## config.mk

```make
export PLATFORM = sky130hd
export DESIGN_NAME = freq_gate_ctrl_flat
export DESIGN_NICKNAME = d
export VERILOG_FILES = /design/src/rtl/freq_cnt_pkg.sv /design/src/rtl/freq_gate_ctrl_if.sv /design/src/rtl/sync_edge_detect.sv /design/src/rtl/freq_gate_ctrl.sv /design/src/flat_wrapper.sv
export SDC_FILE = /design/constraint.sdc
export NUM_CORES = 1
export LEC_CHECK = 0
export ABC_AREA = 0
export CORE_UTILIZATION = 44
export DETAILED_ROUTE_END_ITERATION = 8
export PLACE_DENSITY = 0.71
export SLEW_MARGIN = 20
export SYNTH_ARGS = -nofsm -noshare
export SYNTH_HDL_FRONTEND = slang
export SYNTH_SLANG_ARGS = --single-unit
export TNS_END_PERCENT = 10
```

## constraint.sdc

```tcl
create_clock -name clk_in -period 3.25 [get_ports clk_in]
set_clock_uncertainty 0.05 [all_clocks]
set_input_delay 0.4875 -clock clk_in [delete_from_list [all_inputs] [get_ports clk_in]]
set_output_delay 0.4875 -clock clk_in [all_outputs]
set_load 0.02 [all_outputs]
```

## src/rtl/freq_cnt_pkg.sv

```systemverilog
// -----------------------------------------------------------------------------
// freq_cnt_pkg
//   Shared types and constants for the frequency-counter gate sequencer.
//   - state_t       : gate sequencer states
//   - gate_range_t  : gate-window range selection (x1, /10, /100)
//   - GATE_DIV_*    : gate-length divisor table, indexed by range
//   - gate_len()    : window length in clocks for a base length and a range
//   - to_range()    : maps the raw 2-bit selector onto a range (3 acts as 2)
// -----------------------------------------------------------------------------
package freq_cnt_pkg;

  localparam int DIGITS_NUM_DEF = 6;

  typedef enum logic [2:0] {
    IDLE   = 3'd0,
    CLEAR  = 3'd1,
    GATE   = 3'd2,
    SETTLE = 3'd3,
    LATCH  = 3'd4
  } state_t;

  typedef enum logic [1:0] {
    RANGE_X1   = 2'd0,
    RANGE_X10  = 2'd1,
    RANGE_X100 = 2'd2
  } gate_range_t;

  // Gate-length divisor table.
  localparam int unsigned GATE_DIV_X1   = 1;
  localparam int unsigned GATE_DIV_X10  = 10;
  localparam int unsigned GATE_DIV_X100 = 100;

  // A window never shrinks below one clock, even for short base lengths.
  function automatic int unsigned gate_len(input int unsigned base_cycles,
                                           input gate_range_t range);
    int unsigned len;
    case (range)
      RANGE_X10:  len = base_cycles / GATE_DIV_X10;
      RANGE_X100: len = base_cycles / GATE_DIV_X100;
      default:    len = base_cycles / GATE_DIV_X1;
    endcase
    return (len == 0) ? 1 : len;
  endfunction

  function automatic gate_range_t to_range(input logic [1:0] sel);
    return (sel == 2'd3) ? RANGE_X100 : gate_range_t'(sel);
  endfunction

endpackage

```

## src/rtl/freq_gate_ctrl_if.sv

```systemverilog
// -----------------------------------------------------------------------------
// freq_gate_ctrl_if
//   Link between the gate sequencer and the BCD N-digit counter.
//   - cnt_reset_out  : counter clear (sequencer -> counter)
//   - cnt_enable_out : one-cycle count strobe (sequencer -> counter)
//   - cnt_digits_in  : counter BCD digits (counter -> sequencer)
//   - cnt_carry_in   : counter top-digit carry (counter -> sequencer)
//   Modports: master = sequencer side, slave = counter side.
// -----------------------------------------------------------------------------
interface freq_gate_ctrl_if
  import freq_cnt_pkg::*;
#(
  parameter int DIGITS_NUM = DIGITS_NUM_DEF
) ();

  logic                    cnt_reset_out;
  logic                    cnt_enable_out;
  logic [4*DIGITS_NUM-1:0] cnt_digits_in;
  logic                    cnt_carry_in;

  modport master (
    output cnt_reset_out,
    output cnt_enable_out,
    input  cnt_digits_in,
    input  cnt_carry_in
  );

  modport slave (
    input  cnt_reset_out,
    input  cnt_enable_out,
    output cnt_digits_in,
    output cnt_carry_in
  );

endinterface

```

## src/rtl/sync_edge_detect.sv

```systemverilog
// -----------------------------------------------------------------------------
// sync_edge_detect
//   Brings an asynchronous input into the clk_in domain and produces a
//   registered one-cycle pulse for each rising edge. Pulse appears
//   SYNC_STAGES+1 cycles after the input rises.
//   Ports:
//   - clk_in   : clock
//   - reset_in : synchronous active-high reset
//   - async_in : asynchronous input
//   - edge_out : one-cycle rising-edge pulse (registered)
// -----------------------------------------------------------------------------
module sync_edge_detect #(
  parameter int SYNC_STAGES = 2
) (
  input  logic clk_in,
  input  logic reset_in,
  input  logic async_in,
  output logic edge_out
);

  logic [SYNC_STAGES-1:0] sync_q;
  logic                   hist_q;
  logic                   edge_q;

  // NOTE: sequential state uses non-blocking assignments so every flop
  // samples the pre-edge value of its neighbour, giving a true shift chain.
  always_ff @(posedge clk_in) begin
    if (reset_in) begin
      sync_q <= '0;
      hist_q <= 1'b0;
      edge_q <= 1'b0;
    end else begin
      sync_q <= {sync_q[SYNC_STAGES-2:0], async_in};
      hist_q <= sync_q[SYNC_STAGES-1];
      edge_q <= sync_q[SYNC_STAGES-1] & ~hist_q;
    end
  end

  assign edge_out = edge_q;

endmodule

```

## src/rtl/freq_gate_ctrl.sv

```systemverilog
// -----------------------------------------------------------------------------
// freq_gate_ctrl
//   Gate-time sequencer for the BCD N-digit counter. Each measurement clears
//   the counter, opens a gate window of GATE_CYCLES clocks during which rising
//   edges of signal_in become count strobes, waits one cycle for the last
//   increment to land, then latches the digits and a sticky overflow flag.
//   Runs back-to-back while run_in is high; period is window + 3 cycles.
//
//   Optional feature (macro FREQ_GATE_RANGE_EN): gate_sel_in selects a window
//   of GATE_CYCLES/1, /10 or /100 (sampled in CLEAR); dp_pos_out reports the
//   range of the latched result for decimal-point placement.
//
//   Ports:
//   - clk_in, reset_in      : clock, synchronous active-high reset
//   - run_in                : level, high = measure continuously
//   - signal_in             : asynchronous measured signal
//   - cnt_bus (master)      : counter clear/enable out, digits/carry in
//   - result_digits_out     : last latched BCD digits
//   - result_overflow_out   : latched count exceeded 10^DIGITS_NUM-1
//   - result_stb_out        : one-cycle pulse, aligned with new result_* values
//   - busy_out              : high in any state except IDLE
//   - gate_sel_in, dp_pos_out (FREQ_GATE_RANGE_EN only)
// -----------------------------------------------------------------------------
module freq_gate_ctrl
  import freq_cnt_pkg::*;
#(
  parameter int DIGITS_NUM  = DIGITS_NUM_DEF,
  parameter int GATE_CYCLES = 50_000_000,
  parameter int SYNC_STAGES = 2
) (
  input  logic                    clk_in,
  input  logic                    reset_in,
  input  logic                    run_in,
  input  logic                    signal_in,
  freq_gate_ctrl_if.master        cnt_bus,
  output logic [4*DIGITS_NUM-1:0] result_digits_out,
  output logic                    result_overflow_out,
  output logic                    result_stb_out,
  output logic                    busy_out
`ifdef FREQ_GATE_RANGE_EN
  ,
  input  logic [1:0]              gate_sel_in,
  output logic [1:0]              dp_pos_out
`endif
);

  localparam int TIMER_W_RAW = $clog2(GATE_CYCLES + 1);
  localparam int TIMER_W     = (TIMER_W_RAW < 1) ? 1 : TIMER_W_RAW;

  // Timer load values are window length minus one: the timer counts down
  // to zero inclusive, so GATE lasts exactly the window length.
  localparam logic [TIMER_W-1:0] LOAD_X1 =
    TIMER_W'(gate_len(GATE_CYCLES, RANGE_X1) - 1);
`ifdef FREQ_GATE_RANGE_EN
  localparam logic [TIMER_W-1:0] LOAD_X10 =
    TIMER_W'(gate_len(GATE_CYCLES, RANGE_X10) - 1);
  localparam logic [TIMER_W-1:0] LOAD_X100 =
    TIMER_W'(gate_len(GATE_CYCLES, RANGE_X100) - 1);
`endif

  state_t               state_q, state_d;
  logic [TIMER_W-1:0]   timer_q, timer_d;
  logic [TIMER_W-1:0]   load_val;
  logic                 sticky_ovf_q;
  logic                 stb_q;
  logic                 edge_pulse;

  sync_edge_detect #(
    .SYNC_STAGES (SYNC_STAGES)
  ) u_sync_edge (
    .clk_in   (clk_in),
    .reset_in (reset_in),
    .async_in (signal_in),
    .edge_out (edge_pulse)
  );

`ifdef FREQ_GATE_RANGE_EN
  gate_range_t sel_range;
  gate_range_t range_q;

  assign sel_range = to_range(gate_sel_in);

  always_comb begin
    case (sel_range)
      RANGE_X10:  load_val = LOAD_X10;
      RANGE_X100: load_val = LOAD_X100;
      default:    load_val = LOAD_X1;
    endcase
  end
`else
  assign load_val = LOAD_X1;
`endif

  // NOTE: defaults are assigned before the case so no path leaves a
  // variable unassigned, which would otherwise infer a latch.
  always_comb begin
    state_d = state_q;
    timer_d = timer_q;
    case (state_q)
      IDLE:   if (run_in) state_d = CLEAR;
      CLEAR: begin
        timer_d = load_val;
        state_d = GATE;
      end
      GATE: begin
        if (timer_q == '0) state_d = SETTLE;
        else               timer_d = timer_q - 1'b1;
      end
      SETTLE: state_d = LATCH;
      LATCH:  state_d = run_in ? CLEAR : IDLE;
      default: state_d = IDLE;
    endcase
  end

  // NOTE: the reset is synchronous and clears every flop here, including the
  // result registers, so downstream logic never sees stale data after reset.
  always_ff @(posedge clk_in) begin
    if (reset_in) begin
      state_q             <= IDLE;
      timer_q             <= '0;
      sticky_ovf_q        <= 1'b0;
      stb_q               <= 1'b0;
      result_digits_out   <= '0;
      result_overflow_out <= 1'b0;
    end else begin
      state_q <= state_d;
      timer_q <= timer_d;
      stb_q   <= (state_q == LATCH);

      // Carry seen in SETTLE belongs to the final in-window increment.
      if (state_q == CLEAR)
        sticky_ovf_q <= 1'b0;
      else if ((state_q == GATE || state_q == SETTLE) && cnt_bus.cnt_carry_in)
        sticky_ovf_q <= 1'b1;

      if (state_q == LATCH) begin
        result_digits_out   <= cnt_bus.cnt_digits_in;
        result_overflow_out <= sticky_ovf_q;
      end
    end
  end

`ifdef FREQ_GATE_RANGE_EN
  always_ff @(posedge clk_in) begin
    if (reset_in) begin
      range_q    <= RANGE_X1;
      dp_pos_out <= 2'd0;
    end else begin
      if (state_q == CLEAR) range_q    <= sel_range;
      if (state_q == LATCH) dp_pos_out <= range_q;
    end
  end
`endif

  // Strobe is registered alongside the result so a consumer sampling on the
  // strobe sees the new digits in the same cycle.
  assign result_stb_out         = stb_q;
  assign busy_out               = (state_q != IDLE);
  assign cnt_bus.cnt_reset_out  = reset_in | (state_q == CLEAR);
  assign cnt_bus.cnt_enable_out = edge_pulse & (state_q == GATE);

endmodule

```

## src/flat_wrapper.sv

```systemverilog
// flat-port wrapper written by rule: the top's interface ports become plain ports
module freq_gate_ctrl_flat import freq_cnt_pkg::*;
#(
  parameter int DIGITS_NUM  = DIGITS_NUM_DEF,
  parameter int GATE_CYCLES = 50_000_000,
  parameter int SYNC_STAGES = 2
)
  (clk_in, reset_in, run_in, signal_in, result_digits_out, result_overflow_out, result_stb_out, busy_out, cnt_bus_cnt_reset_out, cnt_bus_cnt_enable_out, cnt_bus_cnt_digits_in, cnt_bus_cnt_carry_in);
  freq_gate_ctrl_if #(.DIGITS_NUM(DIGITS_NUM)) cnt_bus_i ();
  input  logic clk_in;
  input  logic reset_in;
  input  logic run_in;
  input  logic signal_in;
  output logic [4*DIGITS_NUM-1:0] result_digits_out;
  output logic result_overflow_out;
  output logic result_stb_out;
  output logic busy_out;
  output wire logic [$bits(cnt_bus_i.cnt_reset_out)-1:0] cnt_bus_cnt_reset_out;
  output wire logic [$bits(cnt_bus_i.cnt_enable_out)-1:0] cnt_bus_cnt_enable_out;
  input wire logic [$bits(cnt_bus_i.cnt_digits_in)-1:0] cnt_bus_cnt_digits_in;
  input wire logic [$bits(cnt_bus_i.cnt_carry_in)-1:0] cnt_bus_cnt_carry_in;
  assign cnt_bus_cnt_reset_out = cnt_bus_i.cnt_reset_out;
  assign cnt_bus_cnt_enable_out = cnt_bus_i.cnt_enable_out;
  assign cnt_bus_i.cnt_digits_in = cnt_bus_cnt_digits_in;
  assign cnt_bus_i.cnt_carry_in = cnt_bus_cnt_carry_in;
  freq_gate_ctrl #(.DIGITS_NUM(DIGITS_NUM), .GATE_CYCLES(GATE_CYCLES), .SYNC_STAGES(SYNC_STAGES)) u_core (.clk_in(clk_in), .reset_in(reset_in), .run_in(run_in), .signal_in(signal_in), .cnt_bus(cnt_bus_i), .result_digits_out(result_digits_out), .result_overflow_out(result_overflow_out), .result_stb_out(result_stb_out), .busy_out(busy_out));
endmodule
```

== Word-level counts from Yosys, hierarchy flattened ==
Cells that the tools add are included.

* Flip-flop bits (word level): 60
* Bits of input ports: 29
* Output and inout port bits: 29
* Logic and storage cells: 36

* Add/sub/neg operators: 1
* Eq/ne operators: 7
* Mux-type cells: 6
* Bitwise gates (word level): 4
* Reduce and logical (&&, ||, !) cells: 9

{| class="wikitable"
|+ Operators with widths
! kind !! number
|-
| 26-bit case mux with 2 select lines || 1
|-
| 26-bit zero test || 1
|-
| 26-bit two-way mux || 1
|-
| 26-bit by 1-bit subtractor with 26-bit output (second input constant) || 1
|-
| 3-bit case mux with 5 select lines || 1
|-
| 3-bit by 2-bit == test with 1-bit output (second input constant) || 2
|-
| 3-bit two-way mux || 2
|-
| 2-bit != test (second input constant) || 2
|-
| 2-bit AND reduction || 2
|-
| 3-bit by 1-bit == test with 1-bit output (second input constant) || 1
|-
| 3-bit == test (second input constant) || 1
|-
| 3-bit zero test || 1
|-
| 3-bit nonzero test || 1
|-
| 1-bit bitwise AND || 2
|-
| 2-bit by 1-bit != test with 1-bit output (second input constant) || 1
|-
| 2-bit nonzero test || 1
|-
| 2-bit OR reduction || 1
|-
| 1-bit logical AND || 1
|-
| 1-bit logical OR || 1
|-
| 1-bit two-way mux || 1
|-
| 1-bit inverter || 1
|-
| 1-bit bitwise OR || 1
|}

== Logic depth before layout (Yosys ltp) ==
Gate-level depths: netlist (run 1).

* Word-level depth: 3
* Mapped depth: 7
* Mapped depth without buffers: 7

== Modules after synthesis ==
Synthesis (run 1) repeated with hierarchy kept, for this count alone.

* Cells, all modules: 300
* Area total of the unflattened synthesis: 2511.2 µm²

{| class="wikitable"
|+ Modules (own cells, without submodules)
! module !! instances !! cells an instance !! area an instance (µm²)
|-
| freq_gate_ctrl || 1 || 292 || 2399.8
|-
| sync_edge_detect || 1 || 8 || 111.4
|}

== Worst setup path before layout (run 1) ==
OpenSTA, ideal clock, no wires.

* Path kind: register to register
* Start point: reg u_core.timer_q[5]
* End point: reg u_core.timer_q[5]
* Data arrival time: 2092 ps
* Required time: 3066 ps
* Path slack: 975 ps
* Stages on the path, launching flop included: 7
* Path buffers: 1
* Cells stage by stage: dfxtp_1 or4_1 buf_2 or4_1 o21ai_2 mux2i_1 nand3_1

* Word-level cells in the longest chain between the ends: 3
* Elaborated cells on any way between the ends: 6
* Classes of those cells: add/sub (1); eq/ne (1); mux (2); reduce/logical (2)

{| class="wikitable"
|+ RTL lines
! what !! RTL line !! text
|-
| start, declared || freq_gate_ctrl.sv:62 || <nowiki>logic [TIMER_W-1:0] timer_q, timer_d;</nowiki>
|-
| start signal, assigned || freq_gate_ctrl.sv:127 || <nowiki>timer_q <= timer_d;</nowiki>
|-
| 26-bit by 1-bit subtractor with 26-bit output or 26-bit zero test (tied branches) || freq_gate_ctrl.sv:107, freq_gate_ctrl.sv:106 ||
|-
| 26-bit two-way mux or 2-bit != test (tied branches) || -- ||
|-
| 26-bit case mux with 2 select lines or 2-bit AND reduction (tied branches) || -- ||
|}

Parallel ways exist; a longest one is shown, timed or not. The select of a mux whose other input is x is not followed.
A chain may end at the register's enable or synchronous reset.

== Worst setup path in the final report (run 1) ==
* Start point: reg u_core.state_q[0]
* End point: out cnt_bus_cnt_reset_out

* Word-level cells in the longest chain between the ends: 2

{| class="wikitable"
|+ RTL lines
! what !! RTL line !! text
|-
| start, declared || freq_gate_ctrl.sv:61 || <nowiki>state_t state_q, state_d;</nowiki>
|-
| start signal, assigned || freq_gate_ctrl.sv:126 || <nowiki>state_q <= state_d;</nowiki>
|-
| 3-bit by 1-bit == test with 1-bit output || freq_gate_ctrl.sv:159 || <nowiki>assign cnt_bus.cnt_reset_out = reset_in | (state_q == CLEAR);</nowiki>
|-
| 1-bit bitwise OR || freq_gate_ctrl.sv:159 ||
|-
| end, declared || flat_wrapper.sv:18 || <nowiki>output wire logic [$bits(cnt_bus_i.cnt_reset_out)-1:0] cnt_bus_cnt_reset_out;</nowiki>
|}

No other way between the ends.

==> key figures, run 1 <==
Status
  – Status: complete, no violations

Global route
  – Met1 demand-to-capacity share in global routing: 25.5%
  – Global route total overflow: 0
  – Met2 layer usage reported by global route: 31.6%
  – Initial antenna violation count: 0
  – All-layer global routing usage: 20.9%
  – Largest net degree at the start of global routing: 54
  – First-pass GRT wire length: 10000 um
  – Most crowded layer after global routing: met2
  – Grt met3 use: 8.16%
  – Vias in the first global route: 2251

Yosys
  – Async set-or-reset flop fraction in the synthesized netlist: 0%
  – Flip-flop and latch count after synthesis: 60
  – YS warnings: 0
  – Cells after Synth: 312
  – Fraction of synthesized cell area taken by the top area cell type: 46.1%
  – Post-synth EDFFs: 0
  – Most used DFF post-synth: sky130_fd_sc_hd__dfxtp_1
  – Most area-consuming cells after synthesis: sky130_fd_sc_hd__dfxtp_1 46%, sky130_fd_sc_hd__nand2_1 8.5%, sky130_fd_sc_hd__a21oi_1 7.3%
  – Mean instance size in the synthesized netlist: 8.35 um2
  – Netlist area before placement: 0.00261 mm2
  – Post-Synthesis Net Count: 342
  – Sequential element share of the synthesized area: 46.1%
  – Yosys top cell by area: sky130_fd_sc_hd__dfxtp_1
  – Netlist cell types: 47

Timing
  – Setup TNS after final layout: 0 ns
  – Minimum clock period: 2.64 ns
  – Max frequency: 379 MHz
  – RSZ-0062 raised after global routing: false
  – Relative max-transition margin: 42.1%
  – Final Max Slew Viols: 0
  – Final setup viols: 0
  – Crit share post-route: 81.3%
  – Final hold vios: 0
  – Transition time at the pin with the least slew margin: 0.867 ns

CTS
  – Clock transition time at the flip-flop clock pins of the worst setup and hold paths: 0.07 ns
  – Clock tree from TritonCTS: built
  – Number of CTS-inserted buffers: 9
  – Clock root buffer: sky130_fd_sc_hd__clkbuf_8
  – Worst skew pair latency: 0.33 ns
  – Post-CTS setup repair buffer count: 0
  – CTS Buffer Depth: 2
  – Gates resized, CTS repair: 0
  – Clock sink total: 60
  – Number of buffers inserted by hold repair at cts: 0
  – H-tree lvl count: 3

Die
  – DIE WIDTH: 79.0 um
  – Die height: 79.0 um
  – IO Pins: 58
  – Area of the core: 0.00561 mm2
  – DIE AREA: 0.00623 mm2
  – Initial core utilization: 46.5%
  – Row count: 27

Power and ir drop
  – Total power per unit cell area: 602 mW/mm2
  – Total power consumption of the routed design: 2.07 mW
  – P_leak: 1.18 nW
  – Max rail drop VDD: 0.000362 V

Place
  – Post-DP HPWL: 4020 um
  – Total of buffers placed on input and output ports: 57
  – Routability Congestion: 0.822
  – Number of cells in the design after placement: 425

Routing
  – Initial DRC count: 169
  – DR vias: 2403
  – Wire per inst: 13.6 um
  – Number of iterations in the first detailed-routing pass: 4
  – Mean number of vias per cell: 5.45
  – Post-route DRC violation count: 0
  – Total length of routed wires: 6000 um
  – Antenna viol nets, final: 0

Setup path
  – Crit-path cells: nor3b_1 > buf_4 > nor2_1 > inv_2 > clkdlybuf4s50_1
  – Critical path startpoint category: flip-flop
  – Req. time, crit path: 2.71 ns
  – CP Class: flip-flop to output port
  – Cell type of the slowest stage on the worst timing path: sky130_fd_sc_hd__clkdlybuf4s50_1
  – Worst Setup End Kind: output port
  – Count of buffer and inverter cells on the critical path: 3
  – Data arrival time of the critical path: 2.10 ns
  – Family with the most delay on the worst path: buffers and inverters
  – Largest fanout on the critical path: 10
  – Delay of the slowest critical-path stage: 0.65 ns

Layout
  – Number of non-filler instances in the completed layout: 441
  – Layout cells sized above 1: 8.40%
  – Post-route core utilization: 61.5%
  – # fillers: 517
  – Final net count: 394
  – Layout overhead on the synthesized area: 32.3%
  – ANT cells: 0

Min path
  – Path class of the lowest-slack min-delay path: flip-flop to flip-flop

Job
  – Max-cap violation count: 0
==> logic make-up (layout without fill, tap and decap cells) <==
logic type	after synthesis	count (layout)	synth area share, %
AO/OA/AOI/OAI	74	74	17.1
XOR/XNOR	12	12	4.03
adder cells (fa/ha/maj)	1	1	0.480
buffers and inverters	24	81	3.50
flip-flops	60	60	46.1
multiplexers	1	1	0.384
AND/OR/NAND/NOR	140	140	28.4
==> worst register-to-register path: stages (launching register included) <==
cell and delay [ns]:
sky130_fd_sc_hd__dfxtp_1 0.36, sky130_fd_sc_hd__or4_1 0.70, sky130_fd_sc_hd__or4_1 0.62, sky130_fd_sc_hd__o21ai_2 0.34, sky130_fd_sc_hd__mux2i_1 0.24, sky130_fd_sc_hd__nand3_1 0.08
==> synth_stat cells (2+ instances only) <==
cell type                    n
sky130_fd_sc_hd__xnor2_1     5
sky130_fd_sc_hd__a31oi_1     3
sky130_fd_sc_hd__or4_1      11
sky130_fd_sc_hd__nand2_1    59
sky130_fd_sc_hd__dfxtp_1    60
sky130_fd_sc_hd__and2_1      3
sky130_fd_sc_hd__a21oi_1    38
sky130_fd_sc_hd__nor2_1     14
sky130_fd_sc_hd__nor2b_1     7
sky130_fd_sc_hd__nand3_1     6
sky130_fd_sc_hd__buf_1       2
sky130_fd_sc_hd__nor3_1     11
sky130_fd_sc_hd__inv_1       4
sky130_fd_sc_hd__o211ai_1    6
sky130_fd_sc_hd__or3_1       6
sky130_fd_sc_hd__nor4_1      4
sky130_fd_sc_hd__xor2_1      7
sky130_fd_sc_hd__clkbuf_1   16
sky130_fd_sc_hd__o21ai_0     7
sky130_fd_sc_hd__nand4_1     3
sky130_fd_sc_hd__o31ai_1     5
sky130_fd_sc_hd__nor3b_1     3
sky130_fd_sc_hd__or2_2       3
sky130_fd_sc_hd__o311ai_1    2
sky130_fd_sc_hd__o21ai_1     2
sky130_fd_sc_hd__a211oi_1    3
sky130_fd_sc_hd__o2111ai_1   2
==> state kept, by name (all words and copies together), names as in the netlist <==
| signal | count |
|---|---|
| u_core.result_overflow_out | 1 |
| u_core.u_sync_edge.sync_q | 2 |
| u_core.state_q | 3 |
| u_core.result_stb_out | 1 |
| u_core.u_sync_edge.edge_out | 1 |
| u_core.timer_q | 26 |
| u_core.u_sync_edge.hist_q | 1 |
| u_core.result_digits_out | 24 |
| u_core.sticky_ovf_q | 1 |
==> worst paths after layout <==
check                                 start                           to  slack (ns)  cells after the start
setup / recovery          u_core.state_q[0]        cnt_bus_cnt_reset_out        0.61                      5
hold / removal    u_core.u_sync_edge.hist_q  u_core.u_sync_edge.edge_out        0.34                      1
setup reg to reg          u_core.timer_q[5]            u_core.timer_q[5]        0.72                      5
hold reg to reg   u_core.u_sync_edge.hist_q  u_core.u_sync_edge.edge_out        0.34                      1
==> cell usage in the layout (no fill, tap or decap), types with 3 or more instances in the layout <==
cell,count
sky130_fd_sc_hd__dfxtp_1,60
sky130_fd_sc_hd__nand2_1,59
sky130_fd_sc_hd__clkdlybuf4s50_1,56
sky130_fd_sc_hd__a21oi_1,38
sky130_fd_sc_hd__nor2_1,14
sky130_fd_sc_hd__or4_1,11
sky130_fd_sc_hd__nor3_1,11
sky130_fd_sc_hd__clkbuf_8,11
sky130_fd_sc_hd__o21ai_0,7
sky130_fd_sc_hd__nor2b_1,7
sky130_fd_sc_hd__xor2_1,7
sky130_fd_sc_hd__or3_1,6
sky130_fd_sc_hd__o211ai_1,6
sky130_fd_sc_hd__nand3_1,6
sky130_fd_sc_hd__xnor2_1,5
sky130_fd_sc_hd__o31ai_1,5
sky130_fd_sc_hd__inv_1,4
sky130_fd_sc_hd__nor4_1,4
sky130_fd_sc_hd__nor3b_1,3
sky130_fd_sc_hd__and2_1,3
sky130_fd_sc_hd__nand4_1,3
sky130_fd_sc_hd__or2_2,3
sky130_fd_sc_hd__a211oi_1,3
sky130_fd_sc_hd__a31oi_1,3
sky130_fd_sc_hd__buf_4,3
==> where the power goes <==
part | total (mW) | internal, mW | switching, mW
combinational | 0.452 | 0.193 | 0.258
sequential | 0.847 | 0.786 | 0.0609
clock | 0.776 | 0.475 | 0.301
total | 2.07 | 1.45 | 0.620
==> metrics by stage <==
| stage | area, um2 | hold WS (ns) | setup slack (ns) |
|---|---|---|---|
| final | 3450 | 0.336 | 0.608 |
| after global routing | 3450 | 0.347 | 0.466 |
| after CTS | 3450 | 0.346 | 0.591 |
| after detailed placement | 3210 | 0.336 | 0.756 |
| after global placement | 3210 | 0.324 | 0.809 |
| after floorplan | 2610 | 0.317 | 0.975 |
==> layout make-up <==
cell class	count	area, um2	share of cell area, %
Timing Repair Buffer	60	588	17.1
Multi-Input combinational cell	228	1310	38.1
Clock buffer	11	151	4.39
Sequential cell	60	1200	34.8
Tap cell	72	90.1	2.61
Inverter	5	18.8	0.544
Clock inverter	5	83.8	2.43
==> routing by layer <==
metal | vias to the layer above | routed length (um)
met5 | - | 0
met4 | 0 | 129
met2 | 67 | 2680
met3 | 11 | 447
met1 | 1106 | 2730
li1 | 1219 | -
Power figures use the tool's default switching activity.
==> run 2, diff against run 1 <==
- PLACE_DENSITY: 0.71 -> 0.74
- clock period: 3.25 -> 2.31 ns (I/O delays scaled with it)
==> key figures, run 2 (synthesis gave the netlist of run 1 again) <==
Status
  – Status: complete, no violations (unchanged)

Setup path
  – CP Class: flip-flop to flip-flop (was flip-flop to output port)
  – Critical path startpoint category: flip-flop (unchanged)
  – Req. time, crit path: 2.53 ns (was 2.71 ns)
  – Data arrival time of the critical path: 2.48 ns (was 2.10 ns)
  – Worst Setup End Kind: flip-flop (was output port)
  – Largest fanout on the critical path: 5 (was 10)

Power and ir drop
  – Switching power share of the total: 29.1% (was 29.9%)
  – Total power per unit cell area: 866 mW/mm2 (was 602 mW/mm2)
  – Total power consumption of the routed design: 3.15 mW (was 2.07 mW)
  – P_leak: 1.31 nW (was 1.18 nW)
  – Portion of total power attributed to combinational logic: 25.0% (was 21.8%)
  – Sequential power share: 37.5% (was 40.8%)
  – Clock power share: 37.5% (was 37.4%)
  – Net switching component of the power: 0.917 mW (was 0.620 mW)
  – Max rail drop VDD: 0.000417 V (was 0.000362 V)
  – Cell internal power dissipation: 2.23 mW (was 1.45 mW)

Global route
  – Initial antenna violation count: 0 (unchanged)
  – Global route total overflow: 0 (unchanged)
  – Vias in the first global route: 2369 (was 2251)
  – First-pass GRT wire length: 10600 um (was 10000 um)
  – All-layer global routing usage: 22.0% (was 20.9%)
  – Largest net degree at the start of global routing: 54 (unchanged)

Die
  – IO Pins: 58 (unchanged)
  – Area of the core: 0.00561 mm2 (unchanged)
  – DIE AREA: 0.00623 mm2 (unchanged)
  – Initial core utilization: 46.5% (unchanged)
  – DIE WIDTH: 79.0 um (unchanged)
  – Row count: 27 (unchanged)
  – Die height: 79.0 um (unchanged)

Place
  – Post-DP HPWL: 4350 um (was 4020 um)
  – Worst setup slack after placement: 0.00000999 ns (was 0.756 ns)
  – Total of buffers placed on input and output ports: 57 (unchanged)
  – Number of cells in the design after placement: 444 (was 425)
  – Total cell area at the placement stage: 0.00335 mm2 (was 0.00321 mm2)
  – Routability Congestion: 0.810 (was 0.822)

CTS
  – Number of CTS-inserted buffers: 9 (unchanged)
  – H-tree lvl count: 3 (unchanged)
  – Clock tree from TritonCTS: built (unchanged)
  – Worst skew pair latency: 0.34 ns (was 0.33 ns)
  – Number of buffers inserted by hold repair at cts: 0 (unchanged)
  – CTS Buffer Depth: 2 (unchanged)
  – Post-CTS setup repair buffer count: 0 (unchanged)
  – Clock sink total: 60 (unchanged)
  – Clock root buffer: sky130_fd_sc_hd__clkbuf_8 (unchanged)
  – Clock transition time at the flip-flop clock pins of the worst setup and hold paths: 0.07 ns (about the same)

Routing
  – DR vias: 2463 (was 2403)
  – Post-route DRC violation count: 0 (unchanged)
  – Antenna viol nets, final: 0 (unchanged)
  – Wire per inst: 13.9 um (was 13.6 um)
  – Initial DRC count: 112 (was 169)
  – Number of iterations in the first detailed-routing pass: 4 (unchanged)
  – Mean number of vias per cell: 5.35 (was 5.45)
  – Total length of routed wires: 6410 um (was 6000 um)

Timing
  – Final hold vios: 0 (unchanged)
  – Max frequency: 442 MHz
  – Final WS setup: 0.0493 ns (was 0.608 ns)
  – Final Max Slew Viols: 0 (unchanged)
  – Crit share post-route: 97.9%
  – RSZ-0062 raised after global routing: true (was false)
  – Transition time at the pin with the least slew margin: 0.531 ns (was 0.867 ns)
  – Minimum clock period: 2.26 ns
  – Final setup viols: 0 (unchanged)
  – Relative max-transition margin: 64.6% (was 42.1%)
  – Worst hold slack: 0.342 ns (was 0.336 ns)

Layout
  – Area of combinational cells with multiple inputs: 0.00134 mm2 (was 0.00131 mm2)
  – Number of non-filler instances in the completed layout: 460 (was 441)
  – Layout cells sized above 1: 13.9% (was 8.40%)
  – ANT cells: 0 (unchanged)
  – FF/Latch Area: 0.00120 mm2 (unchanged)
  – # fillers: 508 (was 517)
  – Largest register FFs: 26 (unchanged)
  – Register with the highest flop count: u_core.timer_q (unchanged)
  – Leading cell type in the layout, fill and taps excluded: sky130_fd_sc_hd__dfxtp_1 (unchanged)
  – Highest-count cells in the layout ignoring fill and taps: 60 x sky130_fd_sc_hd__dfxtp_1, 59 x sky130_fd_sc_hd__nand2_1, 55 x sky130_fd_sc_hd__clkdlybuf4s50_1, 38 x sky130_fd_sc_hd__a21oi_1, 22 x sky130_fd_sc_hd__buf_4 (was 60 x sky130_fd_sc_hd__dfxtp_1, 59 x sky130_fd_sc_hd__nand2_1, 56 x sky130_fd_sc_hd__clkdlybuf4s50_1, 38 x sky130_fd_sc_hd__a21oi_1, 14 x sky130_fd_sc_hd__nor2_1)
  – Layout overhead on the synthesized area: 39.5% (was 32.3%)
  – Biggest registers after layout: u_core.timer_q: 26 flops, u_core.result_digits_out: 24 flops, u_core.state_q: 3 flops (unchanged)
  – Final std cell area, no fill: 0.00363 mm2 (was 0.00345 mm2)
  – Final net count: 413 (was 394)

Min path
  – Path class of the lowest-slack min-delay path: flip-flop to flip-flop (unchanged)

Job
  – Max-cap violation count: 0 (unchanged)
-- run 2: power by group through the flow --
stage | combinational, mW | sequential, mW | clock [mW]
floorplan | 0.477 | 1.19 | 0
global placement | 0.732 | 1.20 | 0
detailed placement | 0.749 | 1.20 | 0
CTS | 0.761 | 1.18 | 1.20
global route | 0.864 | 1.19 | 1.25
finish | 0.787 | 1.18 | 1.18
-- run 2: worst paths after layout --
path	from	endpoint	slack (ns)	cells past startpoint
worst max-delay path	u_core.timer_q[9]	u_core.timer_q[16]	0.05	5
worst min-delay path	u_core.u_sync_edge.hist_q	u_core.u_sync_edge.edge_out	0.34	1
worst max register to register	u_core.timer_q[9]	u_core.timer_q[16]	0.05	5
worst min register to register	u_core.u_sync_edge.hist_q	u_core.u_sync_edge.edge_out	0.34	1
-- run 2: metal layers --
metal / vias up / global-route usage [%] / routed length (um)
met5: - / 0 / 0
met4: 0 / 10.9 / 138
met3: 12 / 6.21 / 484
met2: 80 / 34.5 / 2910
met1: 1119 / 27.6 / 2880
li1: 1252 / - / -
-- run 2: metrics by stage --
step           setup TNS, ns  util (%)
4_1_cts                    0      64.4
5_1_grt              -0.0584      64.8
6_report                   0      64.8
2_1_floorplan              0         -
3_5_place_dp               0      59.8
3_3_place_gp               0      59.8
-- run 2: what timing repair did --
item,CTS,global route
endpoints found under the hold margin,0,0
endpoints found under the setup margin,2,13
gates resized for setup,2,5
-- run 2: area by class of cell --
class / count / share of cell area, %
multi-input cells: 228 / 36.9
flip-flops and latches: 60 / 33.0
clock inverters: 6 / 3.06
well taps: 72 / 2.48
inverters: 5 / 0.516
clock buffers: 10 / 3.79
repair buffers: 79 / 20.2
-- run 2: worst max-delay path, stage by stage, from the launching register on --
cell,delay (ns)
sky130_fd_sc_hd__dfxtp_1,0.32
sky130_fd_sc_hd__or4_4,0.58
sky130_fd_sc_hd__or3_4,0.39
sky130_fd_sc_hd__or2_4,0.25
sky130_fd_sc_hd__or4_1,0.46
sky130_fd_sc_hd__a21oi_1,0.14
==> edit (config.mk and constraints of run 1) <==
`SYNC_STAGES` is set to 2 in 3 places; all go to 4.
--- a/src/rtl/sync_edge_detect.sv
+++ b/src/rtl/sync_edge_detect.sv
@@ -10,7 +10,7 @@
 //   - edge_out : one-cycle rising-edge pulse (registered)
 // -----------------------------------------------------------------------------
 module sync_edge_detect #(
-  parameter int SYNC_STAGES = 2
+  parameter int SYNC_STAGES = 4
 ) (
   input  logic clk_in,
   input  logic reset_in,
--- a/src/rtl/freq_gate_ctrl.sv
+++ b/src/rtl/freq_gate_ctrl.sv
@@ -26,7 +26,7 @@
 #(
   parameter int DIGITS_NUM  = DIGITS_NUM_DEF,
   parameter int GATE_CYCLES = 50_000_000,
-  parameter int SYNC_STAGES = 2
+  parameter int SYNC_STAGES = 4
 ) (
   input  logic                    clk_in,
   input  logic                    reset_in,
--- a/src/flat_wrapper.sv
+++ b/src/flat_wrapper.sv
@@ -3,7 +3,7 @@
 #(
   parameter int DIGITS_NUM  = DIGITS_NUM_DEF,
   parameter int GATE_CYCLES = 50_000_000,
-  parameter int SYNC_STAGES = 2
+  parameter int SYNC_STAGES = 4
 )
   (clk_in, reset_in, run_in, signal_in, result_digits_out, result_overflow_out, result_stb_out, busy_out, cnt_bus_cnt_reset_out, cnt_bus_cnt_enable_out, cnt_bus_cnt_digits_in, cnt_bus_cnt_carry_in);
   freq_gate_ctrl_if #(.DIGITS_NUM(DIGITS_NUM)) cnt_bus_i ();
Check against the original RTL: not equivalent (Yosys sat finds a counterexample within 4 cycles, from zero or initial values and one cycle with reset_in high).
==> edit against run 1 <==
Sequential cell count up 2; setup slack worse by 110 ps; wire length grew 1.3%; first-iteration DRC count down 36%; final area down 0.62%; global-route usage is 0.089 points lower; non-clock buffer count stayed put; area after synthesis increased by 0.58%; total power down 7.5%; combinational power fell by 17%; largest cell class unchanged; largest power group unchanged.
==> edit: results (changes against run 1) <==
top flop regs = u_core.timer_q: 26 flops, u_core.result_digits_out: 24 flops, u_core.u_sync_edge.sync_q: 4 flops
critical path arrival = 2210 ps (+110 ps)
DR iter-0 viols = 108 (-36%)
slew of the pin with the lowest slew margin = 899 ps (+31.7 ps)
vias in the first global route = 2,082 (-7.5%)
Post-DP Area = 0.00322 mm2 (+0.39%)
Mapped Nets = 344 (+0.58%)
worst r2r src = u_core.timer_q[20]$_SDFFE_PP0P_
cell count of the worst reg-to-reg path = 6 (+1)
worst reg2reg setup slack = 800 ps (+80 ps)
largest net degree at the start of global routing = 55 (+1.9%)
Worst VDD drop = 0.286 mV (-21%)
share of layout cells above drive strength 1 = 7.28% (-1.1 points)
Tot GR Track Use = 20.8% (-0.089 points)
synth cell count leaders = dfxtp_1, nand2_1, a21oi_1
Final GP Congestion = 0.777 (-5.5%)
Netlist cell types = 44 (-6.4%)
hpwl dp = 4.03 mm (+0.26%)
Leakage = 1.17 nW (-1.2%)
routed via count = 2,319 (-3.5%)
biggest cell delay along the critical path = 590 ps (-60 ps)
drt total wl = 6.07 mm (+1.3%)
sw power = 0.559 mW (-9.9%)
status = finished clean
sequential share of the synthesized area = 47.4% (+1.3 points)
r2r endpoint = u_core.timer_q[25]$_SDFFE_PP0P_
Area contributors post-synth = dfxtp_1, nand2_1, a21oi_1
layout net count = 396 (+0.51%)
[edit: how the worst max path moves through the flow]
stage | startpoint | end | slack, ps | depth (start not counted)
after floorplan | u_core.timer_q[8]$_SDFFE_PP0P_ | u_core.timer_q[17]$_SDFFE_PP0P_ | 1250 | 6
after global placement | u_core.state_q[1]$_SDFFE_PP0P_ | cnt_bus_cnt_enable_out | 890 | 4
after detailed placement | u_core.state_q[1]$_SDFFE_PP0P_ | cnt_bus_cnt_enable_out | 840 | 4
after CTS | u_core.state_q[1]$_SDFFE_PP0P_ | cnt_bus_cnt_enable_out | 490 | 4
after global routing | u_core.state_q[1]$_SDFFE_PP0P_ | cnt_bus_cnt_enable_out | 360 | 4
final | u_core.state_q[1]$_SDFFE_PP0P_ | cnt_bus_cnt_enable_out | 500 | 4
[edit: layer usage]
layer | share of wire (%) | up-vias | GRT usage (%)
met5 | 0 | - | 0
met4 | 1.3 | 0 | 8.55
met3 | 4.6 | 6 | 6.44
met2 | 45 | 41 | 29.7
met1 | 49 | 1063 | 28.8
li1 | - | 1209 | -
[edit: through the flow]
stage / setup WS (ps) / instances / hold WS [ps]
5_1_grt: 356 / 443 / 336
6_report: 503 / 443 / 328
3_5_place_dp: 845 / 427 / 322
4_1_cts: 491 / 443 / 331
3_3_place_gp: 889 / 427 / 323
2_1_floorplan: 1250 / 314 / 317
[edit: final cells by class]
cell class / count / area, um2 / share of cell area, %
clock inverter: 3 / 42.5 / 1.24
tap: 72 / 90.1 / 2.63
timing repair buffer: 60 / 588 / 17.2
clock buffer: 13 / 159 / 4.64
sequential: 62 / 1240 / 36.2
multi-input combinational: 227 / 1280 / 37.4
inverter: 6 / 22.5 / 0.657
[edit: critical path: cells and delay by family, from the launching register on]
kind / cells / cell delay [ps]
buf+inv: 2 / 730
simple gates: 2 / 730
flops: 1 / 430
[edit: cells by family after synthesis]
kind of cell | synth area share (%)
flip-flops | 47.4
multiplexers | 0.382
XOR/XNOR | 4.34
AND/OR/NAND/NOR | 28.6
AO/OA/AOI/OAI | 15.1
adder cells (fa/ha/maj) | 0.477
buffers and inverters | 3.72
[edit: power groups by stage]
stage / combinational [mW] / clock (mW) / sequential [mW]
6_report: 0.377 / 0.681 / 0.861
5_1_grt: 0.422 / 0.736 / 0.868
3_5_place_dp: 0.373 / 0 / 0.876
2_1_floorplan: 0.277 / 0 / 0.860
3_3_place_gp: 0.369 / 0 / 0.873
4_1_cts: 0.375 / 0.698 / 0.860
